==> src/rtl/spi_master_sck_gen_pkg.sv <==
// Shared definitions for the SPI master sck/cs timing generator.
// Holds the FSM state encoding and the counter-width helper that the
// slave-side edge detector also uses.
package spi_master_sck_gen_pkg;

  localparam int unsigned STATE_W = 3;

  // Transfer sequencing states
  typedef enum logic [STATE_W-1:0] {
    ST_IDLE     = 3'd0,
    ST_SETUP    = 3'd1,
    ST_CLOCKING = 3'd2,
    ST_HOLD     = 3'd3,
    ST_GAP      = 3'd4
  } spi_state_e;

  // Width of a counter holding 0..n-1; never narrower than one bit
  function automatic int unsigned calc_bit_cnt_w(input int unsigned n);
    int unsigned w;
    w = 1;
    if (n > 1) w = $clog2(n);
    return w;
  endfunction

endpackage

==> src/rtl/spi_master_sck_gen_div_tick.sv <==
// spi_div_tick: free-running modulo-CLK_DIV counter with synchronous clear.
// Ports:
//   clk, rst_n  clock and asynchronous active-low reset
//   clr_i       forces the counter back to 0 on the next edge
//   tick_c_o    combinational, high in the last cycle of each CLK_DIV window
module spi_div_tick
  import spi_master_sck_gen_pkg::*;
#(
  parameter int unsigned CLK_DIV = 4
) (
  input  logic clk,
  input  logic rst_n,
  input  logic clr_i,
  output logic tick_c_o
);

  localparam int unsigned CNT_W = calc_bit_cnt_w(CLK_DIV);

  logic [CNT_W-1:0] cnt_q;
  logic [CNT_W-1:0] cnt_d;

  assign tick_c_o = (cnt_q == CNT_W'(CLK_DIV - 1));

  // Wrap on tick, restart on clear
  always_comb begin
    cnt_d = cnt_q + CNT_W'(1);
    if (clr_i || tick_c_o) begin
      cnt_d = '0;
    end
  end

  always_ff @(posedge clk or negedge rst_n) begin
    if (!rst_n) begin
      cnt_q <= '0;
    end else begin
      cnt_q <= cnt_d;
    end
  end

endmodule

==> src/rtl/spi_master_sck_gen.sv <==
// spi_master_sck_gen: SPI master-side cs/sck timing generator.
// One fixed-length transfer of DATA_WIDTH sck cycles per accepted start,
// with per-edge and per-transfer strobes for an external shifter.
// Ports:
//   clk, rst_n          clock and asynchronous active-low reset
//   cpol_i              sck idle level, latched when a start is accepted
//   start_i             transfer request, honoured only while not busy
//   busy_o              transfer in progress (including the trailing gap)
//   cs_o, sck_o         chip select (active low) and serial clock
//   sck_first_edge_o    strobe: sck just left its idle level
//   sck_second_edge_o   strobe: sck just returned to its idle level
//   spi_start_o         strobe: first cycle of the cs-low window
//   spi_finish_o        strobe: first cycle cs is high again
//   bit_cnt_o           index of the bit in progress
module spi_master_sck_gen
  import spi_master_sck_gen_pkg::*;
#(
  parameter  int unsigned DATA_WIDTH = 8,
  parameter  int unsigned CLK_DIV    = 4,
  localparam int unsigned BIT_CNT_W  = calc_bit_cnt_w(DATA_WIDTH)
) (
  input  logic                 clk,
  input  logic                 rst_n,
  input  logic                 cpol_i,
  input  logic                 start_i,
  output logic                 busy_o,
  output logic                 cs_o,
  output logic                 sck_o,
  output logic                 sck_first_edge_o,
  output logic                 sck_second_edge_o,
  output logic                 spi_start_o,
  output logic                 spi_finish_o,
  output logic [BIT_CNT_W-1:0] bit_cnt_o
);

  spi_state_e           state_q, state_d;
  logic                 busy_q, busy_d;
  logic                 cs_q, cs_d;
  logic                 sck_q, sck_d;
  logic                 first_q, first_d;
  logic                 second_q, second_d;
  logic                 start_q, start_d;
  logic                 finish_q, finish_d;
  logic                 cpol_q, cpol_d;
  logic [BIT_CNT_W-1:0] bit_cnt_q, bit_cnt_d;

  logic                 div_clr_c;
  logic                 tick_c;

  // Divider restarts whenever the FSM moves, so every state lasts whole windows
  assign div_clr_c = (state_d != state_q);

  spi_div_tick #(
    .CLK_DIV (CLK_DIV)
  ) u_div (
    .clk      (clk),
    .rst_n    (rst_n),
    .clr_i    (div_clr_c),
    .tick_c_o (tick_c)
  );

  // Next-state and next-output logic
  always_comb begin
    state_d   = state_q;
    busy_d    = busy_q;
    cs_d      = cs_q;
    sck_d     = sck_q;
    first_d   = 1'b0;
    second_d  = 1'b0;
    start_d   = 1'b0;
    finish_d  = 1'b0;
    cpol_d    = cpol_q;
    bit_cnt_d = bit_cnt_q;

    case (state_q)
      ST_IDLE: begin
        sck_d = cpol_i;
        if (start_i) begin
          state_d   = ST_SETUP;
          cpol_d    = cpol_i;
          cs_d      = 1'b0;
          busy_d    = 1'b1;
          start_d   = 1'b1;
          bit_cnt_d = '0;
        end
      end

      // The setup tick launches the first edge directly
      ST_SETUP: begin
        if (tick_c) begin
          state_d = ST_CLOCKING;
          sck_d   = ~cpol_q;
          first_d = 1'b1;
        end
      end

      // sck level tells which edge comes next; the last second edge ends clocking
      ST_CLOCKING: begin
        if (tick_c) begin
          if (sck_q == cpol_q) begin
            sck_d   = ~cpol_q;
            first_d = 1'b1;
          end else begin
            sck_d    = cpol_q;
            second_d = 1'b1;
            if (bit_cnt_q == BIT_CNT_W'(DATA_WIDTH - 1)) begin
              bit_cnt_d = '0;
              state_d   = ST_HOLD;
            end else begin
              bit_cnt_d = bit_cnt_q + BIT_CNT_W'(1);
            end
          end
        end
      end

      ST_HOLD: begin
        if (tick_c) begin
          state_d  = ST_GAP;
          cs_d     = 1'b1;
          finish_d = 1'b1;
        end
      end

      ST_GAP: begin
        if (tick_c) begin
          state_d = ST_IDLE;
          busy_d  = 1'b0;
        end
      end

      default: begin
        state_d = ST_IDLE;
      end
    endcase
  end

  // State and output registers
  always_ff @(posedge clk or negedge rst_n) begin
    if (!rst_n) begin
      state_q   <= ST_IDLE;
      busy_q    <= 1'b0;
      cs_q      <= 1'b1;
      sck_q     <= 1'b0;
      first_q   <= 1'b0;
      second_q  <= 1'b0;
      start_q   <= 1'b0;
      finish_q  <= 1'b0;
      cpol_q    <= 1'b0;
      bit_cnt_q <= '0;
    end else begin
      state_q   <= state_d;
      busy_q    <= busy_d;
      cs_q      <= cs_d;
      sck_q     <= sck_d;
      first_q   <= first_d;
      second_q  <= second_d;
      start_q   <= start_d;
      finish_q  <= finish_d;
      cpol_q    <= cpol_d;
      bit_cnt_q <= bit_cnt_d;
    end
  end

  assign busy_o            = busy_q;
  assign cs_o              = cs_q;
  assign sck_o             = sck_q;
  assign sck_first_edge_o  = first_q;
  assign sck_second_edge_o = second_q;
  assign spi_start_o       = start_q;
  assign spi_finish_o      = finish_q;
  assign bit_cnt_o         = bit_cnt_q;

endmodule

==> config.mk <==
export PLATFORM = sky130hd
export DESIGN_NAME = spi_master_sck_gen
export DESIGN_NICKNAME = d
export VERILOG_FILES = /design/src/rtl/spi_master_sck_gen_pkg.sv /design/src/rtl/spi_master_sck_gen_div_tick.sv /design/src/rtl/spi_master_sck_gen.sv
export SDC_FILE = /design/constraint.sdc
export NUM_CORES = 1
export LEC_CHECK = 0
export ABC_AREA = 0
export ABC_CLOCK_PERIOD_IN_PS = 1550
export CELL_PAD_IN_SITES_DETAIL_PLACEMENT = 1
export CELL_PAD_IN_SITES_GLOBAL_PLACEMENT = 1
export CORE_ASPECT_RATIO = 0.8
export CORE_MARGIN = 1
export CORE_UTILIZATION = 39
export DETAILED_ROUTE_END_ITERATION = 7
export GPL_TIMING_DRIVEN = 0
export HOLD_SLACK_MARGIN = 0.15
export PLACE_DENSITY = 0.83
export REMOVE_ABC_BUFFERS = 1
export SLEW_MARGIN = 5
export SYNTH_ARGS = -nofsm -noshare
export SYNTH_HDL_FRONTEND = slang
export SYNTH_SLANG_ARGS = --single-unit
==> constraint.sdc <==
create_clock -name clk -period 1.55 [get_ports clk]
set_input_delay 0.31 -clock clk [delete_from_list [all_inputs] [get_ports clk]]
set_output_delay 0.31 -clock clk [all_outputs]
set_load 0.02 [all_outputs]
==> flow_summary_export.csv <==
group,metric,value,unit
global_route,grt_pass1_vias,536,
power,p_leak,0.492,nW
sta,holdWs,0.450,ns
place,gp_congestion,0.683,
sta,tightest_slew,0.724,ns
die,row_count,13,
die,dieArea,2120,um2
clocking,cts_tree,"built",
die,core,1720,um2
yosys,syn_area,757,um2
critical_path,required,1.73,ns
sta,fin_worst_skew,0.00451,ns
cells_and_area,area_delta_synth_final,24.1,%
clocking,cts.clk_slew.worst_paths,0.09,ns
detailed_routing,vias,523,
cells_and_area,nets,84,
critical_path,crit_type,"flip-flop to flip-flop",
die,pin_count,14,
clocking,cts.sinks,16,
critical_path,cp-end-kind,"flip-flop",
place,place_area,890,um2
detailed_routing,first_iter_violations,2,
clocking,clk_latency,0.28,ns
cells_and_area,fillCellCount,204,
yosys,synth_top_area_share,0.496,
sta,slew_headroom,0.516,
yosys,postSynthCellCount,62,
global_route,grt_pass1_wl,2.48,mm
cells_and_area,utilization,0.545,
detailed_routing,vias_per_cell,5.34,
yosys,synth_warnings,0,
place,place_inst,93,
sta,setup_viol_count_final,0,
sta,drv_slew,0,
yosys,yosysUniqueCellTypes,28,
sta,tns,0,ns
sta,grt_setup_unrepaired,"false",
die,die_x,51.3,um
detailed_routing,drc_errors,0,
cells_and_area,final_cells,98,
yosys,synth_seq_cells,16,
place,pre_cts_slack,-0.265,ns
detailed_routing,routedWlPerCell,15.1,um
place,place_hpwl,1.03,mm
clocking,h-tree-depth,1,
yosys,seq_area_frac_synth,0.531,
sta,fmax,0.682,GHz
yosys,ys_top_cells_by_area,"dfrtp_1, ha_1, dfstp_2",
power,total_power,1.64,mW
min_path,hold_path.class,"input port to async pin",
critical_path,path_max_fanout,12,
power,peakVddDrop,0.951,mV
cells_and_area,drive_gt1_frac,0.158,
yosys,yosysTopAreaCell,"dfrtp_1",
global_route,grt_overflow_total,0,
sta,finalWorstSetupSlack,0.0833,ns
die,die_y,41.4,um
cells_and_area,design_area,940,um2
clocking,numCtsBuffers,3,
sta,period_share,0.946,
place,port_buffers,13,
die,start_util,0.439,
global_route,antenna_found_initial,0,
yosys,syn-mean-instance-area,12.2,um2
global_route,grt_max_degree,17,
power,p_per_area,1750,nW/um2
detailed_routing,postRouteWirelength,1.48,mm
sta,min_period,1.47,ns
sta,hold_viol,0,
global_route,track_usage,0.162,
clocking,cts_root_buf,"clkbuf_4",
detailed_routing,first_pass_iters,3,
clocking,clockBufferDepth,2,
detailed_routing,ant_nets,0,
critical_path,crit_path_start_kind,"flip-flop",
critical_path,worstPathArrival,1.64,ns
cells_and_area,diodes,0,
run_status,status,"finished, final reports clean",
run,max-cap-violations,0,
where the power goes:
part | total, mW | internal (mW) | switching, mW | leakage, nW
Clock | 0.271 | 0.143 | 0.128 | 0.0210
Sequential | 0.729 | 0.555 | 0.174 | 0.200
Combinational | 0.643 | 0.327 | 0.316 | 0.271
Total | 1.64 | 1.03 | 0.618 | 0.492
flip-flops by register name (all words and copies together), names as in the netlist:
signal             count
sck_second_edge_o      1
bit_cnt_o              3
cs_o                   1
spi_start_o            1
sck_o                  1
spi_finish_o           1
state_q                3
cpol_q                 1
sck_first_edge_o       1
u_div.cnt_q            2
busy_o                 1
layer usage:
layer | part of all wire | vias to the layer above | routed length, um | GRT usage
met5 | 0 | - | 0 | 0
met4 | 0 | 0 | 0 | 0.0486
met3 | 0.051 | 0 | 75 | 0.0769
met2 | 0.47 | 11 | 694 | 0.247
met1 | 0.48 | 258 | 711 | 0.204
li1 | - | 254 | - | -
cells in the final DEF, fill, tap and decap left out:
| master | netlist | final |
|---|---|---|
| a211o_1 | 2 | 2 |
| a211oi_1 | 2 | 2 |
| a21oi_1 | 2 | 2 |
| a22o_1 | 3 | 3 |
| a31o_2 | 1 | 1 |
| and4b_1 | 1 | 1 |
| buf_4 | 0 | 1 |
| clkbuf_4 | 0 | 3 |
| clkbuf_8 | 0 | 1 |
| clkdlybuf4s50_1 | 0 | 3 |
| dfrtp_1 | 15 | 14 |
| dfrtp_2 | 0 | 1 |
| dfstp_2 | 1 | 1 |
| dlygate4sd2_1 | 0 | 6 |
| dlymetal6s2s_1 | 0 | 4 |
| ha_1 | 3 | 2 |
| ha_2 | 0 | 1 |
| inv_1 | 1 | 1 |
| mux2_2 | 1 | 1 |
| nand2_1 | 2 | 2 |
| nand2b_1 | 3 | 3 |
| nand3b_1 | 3 | 3 |
| nand4bb_1 | 1 | 1 |
| nor2_1 | 6 | 6 |
| nor2b_1 | 2 | 2 |
| nor3_1 | 1 | 1 |
| nor4_1 | 1 | 1 |
| nor4b_1 | 1 | 1 |
| nor4b_4 | 1 | 1 |
| o21ba_4 | 1 | 1 |
| o2bb2ai_1 | 2 | 2 |
| xnor2_1 | 1 | 1 |
| xor2_1 | 1 | 1 |
worst max-delay path: stages (launching register included):
cell and delay (ns):
dfrtp_1 0.53, nor4b_4 0.39, o21ba_4 0.21, a22o_1 0.22
kinds of logic (layout without fill, tap and decap cells):
family | count (synthesis) | count (layout) | synth area share
XOR/XNOR | 2 | 2 | 0.0231
flip-flops | 16 | 16 | 0.531
AND/OR/NAND/NOR | 22 | 22 | 0.197
AO/OA/AOI/OAI | 13 | 13 | 0.147
multiplexers | 1 | 1 | 0.0149
buffers and inverters | 5 | 19 | 0.0380
adder cells (fa/ha/maj) | 3 | 3 | 0.0496
timing repair:
item                       in CTS  in global routing
pin swaps                       1                  0
setup buffers                   1                  0
resized for setup               7                  5
setup endpoints to repair      11                  5
hold buffers                    0                  0
final timing paths:
path / start / end / slack [ns] / depth (start not counted)
min in group clk: u_div.cnt_q[0]$_DFF_PN0_ / u_div.cnt_q[0]$_DFF_PN0_ / 0.46 / 1
max: state_q[0]$_DFF_PN0_ / bit_cnt_o[0]$_DFFE_PN0P_ / 0.08 / 3
max reg2reg: state_q[0]$_DFF_PN0_ / bit_cnt_o[0]$_DFFE_PN0P_ / 0.08 / 3
min: rst_n / state_q[0]$_DFF_PN0_ / 0.45 / 1
min reg2reg: u_div.cnt_q[0]$_DFF_PN0_ / u_div.cnt_q[0]$_DFF_PN0_ / 0.46 / 1
max in group asynchronous: rst_n / state_q[2]$_DFF_PN0_ / 0.59 / 1
cells in the mapped netlist:
library cell / number
dfrtp_1: 15
nor2_1: 6
a22o_1: 3
ha_1: 3
nand2b_1: 3
nand3b_1: 3
a211o_1: 2
a211oi_1: 2
a21oi_1: 2
buf_2: 2
nand2_1: 2
nor2b_1: 2
o2bb2ai_1: 2
a31o_2: 1
and4b_1: 1
buf_6: 1
clkbuf_1: 1
dfstp_2: 1
inv_1: 1
mux2_2: 1
nand4bb_1: 1
nor3_1: 1
nor4_1: 1
nor4b_1: 1
nor4b_4: 1
o21ba_4: 1
xnor2_1: 1
xor2_1: 1
area by class of cell:
class,count,area [um2],share of cell area
multi-input combinational,41,329,0.350
sequential,16,403,0.429
inverter,1,3.75,0.00399
tap,22,27.5,0.0293
clock buffer,4,36.3,0.0386
timing repair buffer,14,140,0.149
Note: power is estimated with default switching activity, not from simulation.
